### config.mk
export PLATFORM = sky130hd
export DESIGN_NAME = l2_cacheline_adaptor
export DESIGN_NICKNAME = d
export VERILOG_FILES = /design/src/rtl/l2_cacheline_adaptor.sv
export SDC_FILE = /design/constraint.sdc
export NUM_CORES = 1
export LEC_CHECK = 0
export BUFFER_PORTS_ARGS = -buffer_cell sky130_fd_sc_hd__buf_2
export CORE_MARGIN = 2
export CORE_UTILIZATION = 30
export CTS_CLUSTER_DIAMETER = 200
export DETAILED_ROUTE_END_ITERATION = 6
export PLACE_DENSITY = 0.59
export SLEW_MARGIN = 20
export SYNTH_ARGS = -nofsm -noshare
export SYNTH_HDL_FRONTEND = slang
export SYNTH_SLANG_ARGS = --single-unit
### constraint.sdc
create_clock -name clk -period 8.9 [get_ports clk]
set_input_delay 0.89 -clock clk [delete_from_list [all_inputs] [get_ports clk]]
set_output_delay 0.89 -clock clk [all_outputs]
set_load 0.01 [all_outputs]
### src/rtl/l2_cacheline_adaptor.sv
// L2 line <-> memory burst adaptor: splits a buffered line write-back into beats and
// reassembles read beats into a line. Optional stall timeout enabled by CLA_TIMEOUT_EN.
module l2_cacheline_adaptor #(
    parameter int s_line  = 256,
    parameter int s_burst = 64
`ifdef CLA_TIMEOUT_EN
    ,
    parameter int timeout_cycles = 1024
`endif
) (
    input  logic               clk,
    input  logic               rst,
    input  logic               line_read_i,
    input  logic               line_write_i,
    input  logic [31:0]        line_addr_i,
    input  logic [s_line-1:0]  line_wdata_i,
    output logic [s_line-1:0]  line_rdata_o,
    output logic               line_resp_o,
    output logic               pmem_read_o,
    output logic               pmem_write_o,
    output logic [31:0]        pmem_addr_o,
    output logic [s_burst-1:0] pmem_wdata_o,
    input  logic [s_burst-1:0] pmem_rdata_i,
    input  logic               pmem_resp_i
`ifdef CLA_TIMEOUT_EN
    ,
    output logic               timeout_err_o
`endif
);

    localparam int BEATS = s_line / s_burst;
    localparam int CNT_W = (BEATS > 1) ? $clog2(BEATS) : 1;
    localparam int OFF_W = $clog2(s_line / 8);
    localparam logic [31:0] ADDR_MASK = ~((32'd1 << OFF_W) - 32'd1);
    localparam logic [CNT_W-1:0] LAST_BEAT = CNT_W'(BEATS - 1);

    typedef enum logic [1:0] {IDLE, RD_BURST, WR_BURST, DONE} state_t;

    state_t             state_reg, state_next;
    logic [CNT_W-1:0]   cnt_reg, cnt_next;
    logic [31:0]        addr_reg;
    logic [s_burst-1:0] wbuf_reg [BEATS];
    logic [s_burst-1:0] rbuf_reg [BEATS];
    logic               accept_wr, accept_rd, in_burst, force_done;

    assign in_burst = (state_reg == RD_BURST) || (state_reg == WR_BURST);

`ifdef CLA_TIMEOUT_EN
    localparam int TMO_W = $clog2(timeout_cycles + 1);
    logic [TMO_W-1:0] tmo_reg;
    logic             err_reg;

    // Counts consecutive stalled burst cycles; any accepted beat restarts the window.
    assign force_done = in_burst && !pmem_resp_i && (tmo_reg == TMO_W'(timeout_cycles - 1));

    always_ff @(posedge clk) begin
        if (rst) begin
            tmo_reg <= '0;
            err_reg <= 1'b0;
        end else begin
            if (in_burst && !pmem_resp_i)
                tmo_reg <= tmo_reg + 1'b1;
            else
                tmo_reg <= '0;
            if (force_done)
                err_reg <= 1'b1;
        end
    end

    assign timeout_err_o = err_reg;
`else
    assign force_done = 1'b0;
`endif

    always_comb begin
        state_next = state_reg;
        cnt_next   = cnt_reg;
        accept_wr  = 1'b0;
        accept_rd  = 1'b0;
        case (state_reg)
            IDLE: begin
                if (line_write_i) begin
                    accept_wr  = 1'b1;
                    state_next = WR_BURST;
                end else if (line_read_i) begin
                    accept_rd  = 1'b1;
                    state_next = RD_BURST;
                end
            end
            RD_BURST, WR_BURST: begin
                // Counter holds on the last beat so it never wraps mid-line.
                if (pmem_resp_i) begin
                    if (cnt_reg == LAST_BEAT)
                        state_next = DONE;
                    else
                        cnt_next = cnt_reg + 1'b1;
                end else if (force_done) begin
                    state_next = DONE;
                end
            end
            DONE: begin
                state_next = IDLE;
                cnt_next   = '0;
            end
            default: begin
                state_next = IDLE;
                cnt_next   = '0;
            end
        endcase
    end

    always_ff @(posedge clk) begin
        if (rst) begin
            state_reg <= IDLE;
            cnt_reg   <= '0;
            addr_reg  <= '0;
        end else begin
            state_reg <= state_next;
            cnt_reg   <= cnt_next;
            if (accept_wr || accept_rd)
                addr_reg <= line_addr_i & ADDR_MASK;
        end
    end

    generate
        for (genvar gi = 0; gi < BEATS; gi++) begin : g_beat
            always_ff @(posedge clk) begin
                if (rst)
                    wbuf_reg[gi] <= '0;
                else if (accept_wr)
                    wbuf_reg[gi] <= line_wdata_i[gi*s_burst +: s_burst];
            end

            always_ff @(posedge clk) begin
                if (rst)
                    rbuf_reg[gi] <= '0;
                else if ((state_reg == RD_BURST) && pmem_resp_i && (cnt_reg == CNT_W'(gi)))
                    rbuf_reg[gi] <= pmem_rdata_i;
            end

            assign line_rdata_o[gi*s_burst +: s_burst] = rbuf_reg[gi];
        end
    endgenerate

    assign pmem_read_o  = (state_reg == RD_BURST);
    assign pmem_write_o = (state_reg == WR_BURST);
    assign line_resp_o  = (state_reg == DONE);
    assign pmem_addr_o  = addr_reg;
    assign pmem_wdata_o = wbuf_reg[cnt_reg];

endmodule

# Yosys cells after proc, flatten, opt, wreduce, memory -nomap -nowiden
# Memories as Yosys holds them, arrays and structs flattened. A register that Yosys moved wholly into a read port is not among the register bits.
# Index checks and enable logic that the tools add are counted.
# totals
ff_bits	31
ramBits	512
in_bits	357
out_inout_bits	355
elab_cells	76
n_memories	2
# mem_list
name	words	width	rd	rd_clocked_by_memory_dff	write_ports	line_no	rtl
rbuf_reg	4	64	4	0	4	43	logic [s_burst-1:0] rbuf_reg [BEATS];
wbuf_reg	4	64	1	1	4	42	logic [s_burst-1:0] wbuf_reg [BEATS];
# op_classes
addsub	1
eq_ne	10
mux	40
n_bitwise	8
reduce_logical	12
# op_table
op	n
64-bit two-way mux	8
1-bit two-way mux	22
2-bit two-way mux	8
2-bit == test (second input constant)	4
1-bit bitwise OR	8
2-bit inequality test (second input constant)	3
2-bit case mux with 3 select lines	1
3-bit AND reduction	2
1-bit logical AND	5
2-bit by 1-bit == test with 1-bit output (second input constant)	2
2-bit logical NOT	2
2-bit case mux with 2 select lines	1
3-bit inequality test (second input constant)	1
2-bit by 1-bit adder with 2-bit output (second input constant)	1
2-bit nonzero test	1
2-bit OR reduction	1
1-bit logical OR	1

# Depth between registers and ports, before layout
# Gate-level depths: netlist of the first run.
# depth
ltp_word	7
depth_mapped	7
ltp_nobuf	5

# Worst setup path after synthesis of the first run
# OpenSTA, ideal clock, no wires.
# synth_path
path_type	input-to-reg
startpoint	input port rst
endpoint	memory wbuf_reg[0][0], enable pin
setup_time_ps	1972
t_arrival_ps	5332
required_time_ps	6928
setup_slack_ps	1597
cell_stages	3
n_path_buf	1
cell_sequence	buf_2 > inv_1 > nand2_1
# synth_rtl
element	line_no	rtl
start, declared	12	input logic rst,
end, declared	42	

==> qor.yml, run 1 <==
min_path_type: "flip-flop to flip-flop"
cts_resized: 0
wl_met1_microns: 23000
synth_cell_types: 31
synth.avg_cell_area_sq_um: 16.3
die_h_microns: 274
coreArea_sq_um: 72700
dr_wl_met2_microns: 30000
maxCapViolCount: 0
worstSetupPathType: "flip-flop to output pin"
power.total_w: 0.00714
power.leakage_nw: 11.8
clk_path_buf_depth: 3
max_freq_ghz: 0.260
via_count: 13445
drt-wirelength-per-cell_microns: 20.0
required_ps: 8010
grt_pass1_vias: 13860
htree_levels: 2
status: "completed"
synth_top_area_frac: 0.701
path_clk_slew_ps: 60
num_rows: 99
fin_util: 0.388
cts_num_sinks: 545
top_layer: "met5"
cts_tree: "built"
grt_start_max_net_pins: 173
dr_wl_met3_microns: 6750
routed_wl_microns: 61200
ys_ff_latch: 545
drc_errors: 0
fillerInstances: 6924
setup_tns_ps: 0
syn_area_sq_um: 21900
cts_setup_buffers: 0
power_density_nw_per_um2: 253
drt_iter0_markers: 827
tightest_slew_ps: 1080
setup_slack_ps: 5060
arrival_ps: 2950
yosysTopAreaCell: "edfxtp_1"
root_buffer: "clkbuf_16"
ff2ff_path_depth: 7
ioPinCount: 712
clock_latency_ps: 640
area_growth_pct: 28.6
ir_drop_mv: 0.158
netlist_instances: 1344
final_max_slew_viol_count: 0
ant_nets: 0
critPathLaunchType: "flip-flop"
hold_viol: 0
start_util: 0.302
dr.pass1.iters: 4
ys.flop_type: "edfxtp_1"
cts.hold.buffers_added: 0
r2r_slack_ps: 5360
hold_start: "pmem_addr_o[9]"
grt_overflow_total: 0
ys_warn_count: 0
synthTopCellsByArea: "edfxtp_1 70%, and2_1 15%, mux4_2 6.6%"
dieArea_sq_um: 75300
viasPerCell: 4.39
holdPathEnd: "pmem_addr_o[9]"
numCtsBuffers: 59
cp-end-kind: "output pin"
maxSlewHeadroom: 0.280
critPathMaxFanout: 43
pre_cts_ws_ps: 4880
r2r_end: "wbuf_reg[0][8]"
antenna_found_initial: 24
layout-drive-gt1-share: 0.418
reg2reg_from: "state_reg[0]"
fin_crit_sh: 0.432
fin_nets: 2410
hpwl_microns: 42500
die_x_microns: 274
synthArstFlopShare: 0
grt_pass1_wl_microns: 87900
synth_edf_count: 512
gp_congestion: 0.802
io_buffers: 701
finalCriticalPeriod_ps: 3840
grt_use_total: 0.156
min_path_cells: 2
synth-seq-area-share: 0.731
skew_ps: 38.4
setup_viol: 0
rsz0062_at_grt: "false"
[cells by family (layout without fill, tap and decap cells)]
| kind of cell | count (synthesis) | in the layout | share of synthesized area |
|---|---|---|---|
| DFF | 545 | 545 | 0.731 |
| AOI/OAI and AO/OA | 38 | 38 | 0.00919 |
| muxes | 66 | 66 | 0.0667 |
| and+or+nand+nor | 598 | 598 | 0.164 |
| buffers and inverters | 86 | 830 | 0.0225 |
| adders and majority gates | 10 | 10 | 0.00571 |
| other | 1 | 15 | 0.000171 |
[power breakdown]
| group | leakage, nW | internal [W] | switching (W) |
|---|---|---|---|
| Clock | 0.900 | 0.00130 | 0.00103 |
| Sequential | 5.69 | 0.00330 | 0.000146 |
| Combinational | 5.25 | 0.000585 | 0.000772 |
[cells in the mapped netlist, drive strengths merged (2+ instances only)]
| library cell | n |
|---|---|
| a21oi | 32 |
| and2 | 512 |
| buf | 32 |
| clkbuf | 49 |
| dfxtp | 33 |
| edfxtp | 512 |
| ha | 10 |
| inv | 5 |
| mux4 | 64 |
| nand2 | 65 |
| nand2b | 3 |
| nand3 | 6 |
| nor2 | 8 |
| nor2b | 2 |
| o21ai | 3 |
[layout make-up]
type / count / area, sq um / area share
multi-input combinational: 717 / 5430 / 0.193
inverter: 5 / 18.8 / 0.000666
tap: 959 / 1200 / 0.0426
clock buffer: 66 / 1500 / 0.0533
antenna: 10 / 25.0 / 0.000888
sequential: 545 / 16000 / 0.569
clock inverter: 44 / 338 / 0.0120
timing repair buffer: 715 / 3630 / 0.129
[through the flow]
step | instances | hold WS [ps] | cell area, sq um
2_1_floorplan | 1348 | 481 | 21900
3_3_place_gp | 2941 | 441 | 26300
3_5_place_dp | 2941 | 448 | 26300
4_1_cts | 3051 | 456 | 28200
5_1_grt | 3058 | 479 | 28200
6_report | 3061 | 453 | 28200
[cells in the final DEF, fill, tap and decap left out, types with 2 or more instances in the layout]
cell       count
buf_2        701
and2_1       512
edfxtp_1     512
mux4_2        64
nand2_1       59
clkbuf_16     59
a21oi_1       32
dfxtp_1       31
clkinv_1      23
buf_4         13
clkinv_2      12
diode_2       10
ha_1          10
clkbuf_1       7
nand3_1        6
inv_1          5
nor2_4         5
conb_1         5
nand2_2        4
nor2_1         3
bufinv_16      3
nand2_4        2
nor2b_1        2
o21ai_0        2
nand2b_1       2
dfxtp_4        2
clkinv_16      2
inv_6          2
[layer usage]
metal	GRT usage	vias to the layer above
li1	-	6192
met1	0.178	6597
met3	0.0706	104
met4	0.0471	16
met2	0.261	536
met5	0	-
[worst max-delay path by stage]
stage                             to
global route        pmem_wdata_o[40]
CTS                 pmem_wdata_o[40]
floorplan             wbuf_reg[0][0]
detailed placement    wbuf_reg[0][8]
finish              pmem_wdata_o[40]
global placement     wbuf_reg[2][17]
[worst max-delay path, stage by stage (launching register included)]
cell     delay (ps)
dfxtp_4         640
buf_4           780
mux4_2          660
buf_2           170
Power figures use the tool's default switching activity.
==> inputs of run 2 (changes only) <==
clock period = 3.68 ns   (was 8.9 ns; I/O delays follow)
==> qor.yml, run 2 (same netlist as run 1, synthesis figures left out) <==
p_seq_frac: 0.465  # -0.018
cp-end-kind: "output pin"
final_common_cell: "buf_2"
dr.pass1.iters: 5  # +1
grt_overflow_total: 0  # unchanged
coreArea_sq_um: 72700  # unchanged
numCtsBuffers: 60  # +1.7%
max_freq_ghz: 0.361
critPathLaunchType: "flip-flop"
power.total_w: 0.0180  # +150%
rsz0062_at_grt: "false"
worstSetupPathType: "flip-flop to output pin"
instances_no_fill: 3272  # +6.9%
routed_wl_microns: 66600  # +8.8%
status: "completed"
die_x_microns: 274  # unchanged
cts_setup_buffers: 0  # unchanged
finalCriticalPeriod_ps: 2770
area_growth_pct: 39.1
maxSlewHeadroom: 0.301  # +0.0212
clock_latency_ps: 620  # -20 ps
fin_nets: 2622  # +8.8%
viasPerCell: 4.43  # +0.80%
io_buffers: 701  # unchanged
layout-drive-gt1-share: 0.392  # -0.0264
ir_drop_mv: 0.422  # +170%
drt_iter0_markers: 741  # -10%
combPwrFrac: 0.203  # +0.013
ioPinCount: 712  # unchanged
tightest_slew_ps: 1050  # -31.6 ps
drc_errors: 0  # unchanged
path_clk_slew_ps: 60  # about the same
dieArea_sq_um: 75300  # unchanged
critPathMaxFanout: 44  # +2.3%
p_switching_w: 0.00493  # +150%
power.leakage_nw: 12.8  # +8.3%
die_h_microns: 274  # unchanged
grt_start_max_net_pins: 213  # +23%
gp_congestion: 0.861  # +7.4%
ant_nets: 0  # unchanged
cts_resized: 0  # unchanged
arrival_ps: 2400  # -550 ps
htree_levels: 2  # unchanged
min_path_type: "input pin to flip-flop"
dpl.cell_count: 2959  # +0.61%
fin_crit_sh: 0.752
drt-wirelength-per-cell_microns: 20.3  # +1.8%
power_density_nw_per_um2: 589  # +130%
layout_common_cells: "701 x buf_2, 512 x and2_1, 512 x edfxtp_1"
grt_pass1_vias: 15508  # +12%
skew_ps: 18.3  # -20.1 ps
hpwl_microns: 46900  # +11%
p_int_w: 0.0130  # +150%
grt_pass1_wl_microns: 95200  # +8.3%
grt_use_total: 0.169  # +0.0138
cts_num_sinks: 545  # unchanged
clkPwrFrac: 0.332  # +0.005
via_count: 14487  # +7.8%
required_ps: 3310  # -4700 ps
setup_tns_ps: 0  # unchanged
setup_viol: 0  # unchanged
switching_share: 0.275  # +0.00193
num_rows: 99  # unchanged
hold_viol: 0  # unchanged
root_buffer: "clkbuf_16"
final_max_slew_viol_count: 0  # unchanged
start_util: 0.302  # unchanged
cts_tree: "built"
clk_path_buf_depth: 3  # unchanged
maxCapViolCount: 0  # unchanged
cts.hold.buffers_added: 193  # +193
antenna_found_initial: 21  # -13%
-- run 2: layer usage --
layer | share of wire | GRT usage | wire (microns) | up-vias
li1 | - | - | - | 6620
met1 | 0.37 | 0.186 | 24400 | 7126
met2 | 0.50 | 0.298 | 33600 | 606
met3 | 0.10 | 0.0693 | 6660 | 117
met4 | 0.027 | 0.0529 | 1810 | 18
met5 | 0.0016 | 0 | 104 | -
-- run 2: per-stage QoR --
stage                      util  area, sq um  worst slack (ps)  hold slack, ps
after floorplan               -        21900               717             481
after global placement    0.366        26600              1130             443
after detailed placement  0.366        26600              1080             448
after CTS                 0.419        30500               791          0.0671
after global routing      0.419        30500               763            5.32
final                     0.419        30500               912            46.1
-- run 2: final timing paths --
path | from | to | slack [ps] | depth (start not counted)
setup / recovery | flip-flop | pmem_wdata_o[26] | 910 | 3
hold / removal | line_wdata_i[201] | wbuf_reg[3][9] | 50 | 2
setup reg to reg | state_reg[0] | wbuf_reg[1][42] | 1420 | 6
hold reg to reg | pmem_addr_o[6] | pmem_addr_o[6] | 450 | 2
-- run 2: power by group through the flow --
stage	Combinational (W)	Clock, W	Sequential, W
after floorplan	0.00203	0	0.00848
after global placement	0.00349	0	0.00843
after detailed placement	0.00354	0	0.00848
after CTS	0.00372	0.00611	0.00836
after global routing	0.00397	0.00632	0.00845
final	0.00365	0.00595	0.00835
-- run 2: area by class of cell --
class,instances,area (sq um)
sequential,545,16000
tap,959,1200
antenna,6,15.0
inverter,5,18.8
clock inverter,44,390
fill,6664,42200
timing repair buffer,926,5830
multi-input combinational,717,5440
clock buffer,70,1560
-- run 2: critical path: stages, from the launching register on --
cell,delay [ps]
dfxtp_4,820
buf_4,410
mux4_2,350
buf_2,160
==> inputs of run 3 (changes only) <==
ABC_AREA = 1   (was default)
PLACE_DENSITY = 0.61   (was 0.59)
clock period = 2.2 ns   (was 3.68 ns; I/O delays follow)
==> qor.yml, run 3 <==
grt_overflow_total: 0  # unchanged
final_common_cell: "nor2_1"
dpl.cell_count: 3562  # +20%
setup_viol: 0  # unchanged
skew_ps: 20.4  # +2.08 ps
synth_common_cells: "701 x nor2_1, 512 x edfxtp_1, 328 x inv_1"
dieArea_sq_um: 76400  # +1.6%
ys.flop_type: "edfxtp_1"
die_h_microns: 276  # +0.79%
yosysTopAreaCell: "edfxtp_1"
synth-compound-area-share: 0.0547  # +0.0455
critPathLaunchType: "flip-flop"
num_rows: 99  # unchanged
synthArstFlopShare: 0  # unchanged
grt_start_max_net_pins: 66  # -69%
syn_area_sq_um: 22300  # +1.6%
ys_ff_latch: 545  # unchanged
worstSetupPathType: "flip-flop to output pin"
required_ps: 1980  # -1330 ps
yosys.area_share.simple: 0.126  # -0.0380
ys_warn_count: 0  # unchanged
ant_nets: 0  # unchanged
fin_nets: 3372  # +29%
synth_edf_count: 512  # unchanged
tightest_slew_ps: 752  # -296 ps
layout_common_cells: "700 x nor2_1, 699 x buf_2, 512 x edfxtp_1"
die_x_microns: 276  # +0.79%
power.leakage_nw: 15.2  # +19%
maxCapViolCount: 0  # unchanged
drc_errors: 0  # unchanged
synth.avg_cell_area_sq_um: 11.4  # -30%
clk_path_buf_depth: 3  # unchanged
coreArea_sq_um: 73200  # +0.68%
finalCriticalPeriod_ps: 2130
status: "completed"
hold_viol: 0  # unchanged
fin_util: 0.443  # +0.0237
maxSlewHeadroom: 0.497  # +0.196
fillerInstances: 6664  # unchanged
min_path_type: "input pin to flip-flop"
power_density_nw_per_um2: 1020  # +73%
io_buffers: 701  # unchanged
ioPinCount: 712  # unchanged
netlist_instances: 1954  # +45%
arrival_ps: 1910  # -490 ps
drt_iter0_markers: 1714  # +130%
cts_num_sinks: 545  # unchanged
synthXorXnorAreaFrac: 0  # unchanged
drt-wirelength-per-cell_microns: 18.8  # -7.6%
htree_levels: 2  # unchanged
antenna_found_initial: 10  # -52%
synth_fa_ha_area_frac: 0.00562  # -0.0000904
via_count: 18079  # +25%
start_util: 0.304  # +0.00278
synth.area.mux_share: 0  # -0.0667
synth_top_area_frac: 0.690  # -0.0111
path_clk_slew_ps: 70  # about the same
critPathMaxFanout: 16  # -64%
synth-seq-area-share: 0.720  # -0.0116
cp-end-kind: "output pin"
rsz0062_at_grt: "true"
synthTopCellsByArea: "edfxtp_1 69%, nor2_1 12%, inv_1 5.5%"
numCtsBuffers: 56  # -6.7%
max_freq_ghz: 0.470
layout-drive-gt1-share: 0.285  # -0.107
cts_tree: "built"
fin_crit_sh: 0.968
area_growth_pct: 45.6
grt_use_total: 0.186  # +0.0167
final_max_slew_viol_count: 0  # unchanged
grt_pass1_wl_microns: 109000  # +15%
hpwl_microns: 46300  # -1.5%
dr.pass1.iters: 5  # unchanged
synth_top_family_by_area: "simple AND/OR/NAND/NOR gates"
root_buffer: "clkbuf_16"
instances_no_fill: 4014  # +23%
post-synth-top-count-cell: "nor2_1"
routed_wl_microns: 75400  # +13%
synth_cell_types: 22  # -29%
grt_pass1_vias: 18192  # +17%
clock_latency_ps: 600  # -20 ps
gp_congestion: 0.871  # +1.2%
viasPerCell: 4.50  # +1.7%
ir_drop_mv: 0.774  # +84%
## run 3: changes by cell type after synthesis, sizes merged, moves of 3 or more
| cell | delta |
|---|---|
| a21oi | -28 |
| and2 | -512 |
| buf | +53 |
| clkbuf | -28 |
| inv | +327 |
| mux4 | -64 |
| nand2 | -40 |
| nand2b | -3 |
| nor2 | +693 |
| o21ai | +154 |
| o22ai | +64 |
## run 3: critical path, stage by stage, from the launching register on
cell	delay [ps]
dfxtp_4	480
buf_4	200
buf_16	190
nor2_1	70
o22ai_1	180
buf_2	180
## run 3: path summary, 6_finish.rpt
kind	slack, ps	endpoint	depth (start not counted)	start
worst min-delay path	50	rbuf_reg[3][29]	3	pmem_rdata_i[29]
worst min register to register	480	pmem_addr_o[7]	2	pmem_addr_o[7]
worst max-delay path	70	pmem_wdata_o[45]	5	flip-flop
worst max register to register	290	wbuf_reg[0][46]	6	state_reg[0]
## run 3: cell families (layout without fill, tap and decap cells)
family                   Yosys count  after routing
AND/OR/NAND/NOR                  734            734
flip-flops                       545            545
buffers and inverters            439           1532
AO/OA/AOI/OAI                    225            225
adder cells (fa/ha/maj)           10             10
other                              1              9
## run 3: report_power, final
group | internal (W) | switching, W | total, W
registers | 0.0135 | 0.000635 | 0.0142
clock network | 0.00560 | 0.00403 | 0.00963
logic | 0.00350 | 0.00580 | 0.00930
## run 3: final cells by class
cell class	instances	area [sq um]	area share
antenna	4	10.0	0.000309
clock buffer	65	1480	0.0455
clock inverter	39	365	0.0113
inverter	333	1270	0.0392
multi-input combinational	974	4260	0.131
sequential	545	16000	0.494
tap	959	1200	0.0370
timing repair buffer	1094	7810	0.241
timing repair inverter	1	8.76	0.000270
## run 3: per-layer routing
layer / global-route usage / wire length (microns)
met5: 0 / 26
met4: 0.0796 / 2800
met3: 0.0401 / 6030
met2: 0.322 / 37500
met1: 0.224 / 29000
## run 3: stage by stage
step | hold slack, ps | instance area (sq um) | TNS, ps | worst slack (ps) | power (W)
2_1_floorplan | 289 | 22300 | -24780 | -96.8 | 0.0188
3_3_place_gp | 457 | 26900 | 0 | 304 | 0.0221
3_5_place_dp | 460 | 26900 | 0 | 270 | 0.0222
4_1_cts | 1.88 | 32300 | -27.2 | -26.4 | 0.0329
5_1_grt | 13.7 | 32400 | -49.7 | -20.0 | 0.0346
6_report | 46.4 | 32400 | 0 | 70.5 | 0.0331
## run 3: what timing repair did
action,CTS,global route
resized for setup,13,36
pin swaps,0,10
hold buffers,328,0
endpoints found under the hold margin,437,0
setup buffers,6,0
gates cloned,5,6
setup endpoints to repair,64,41
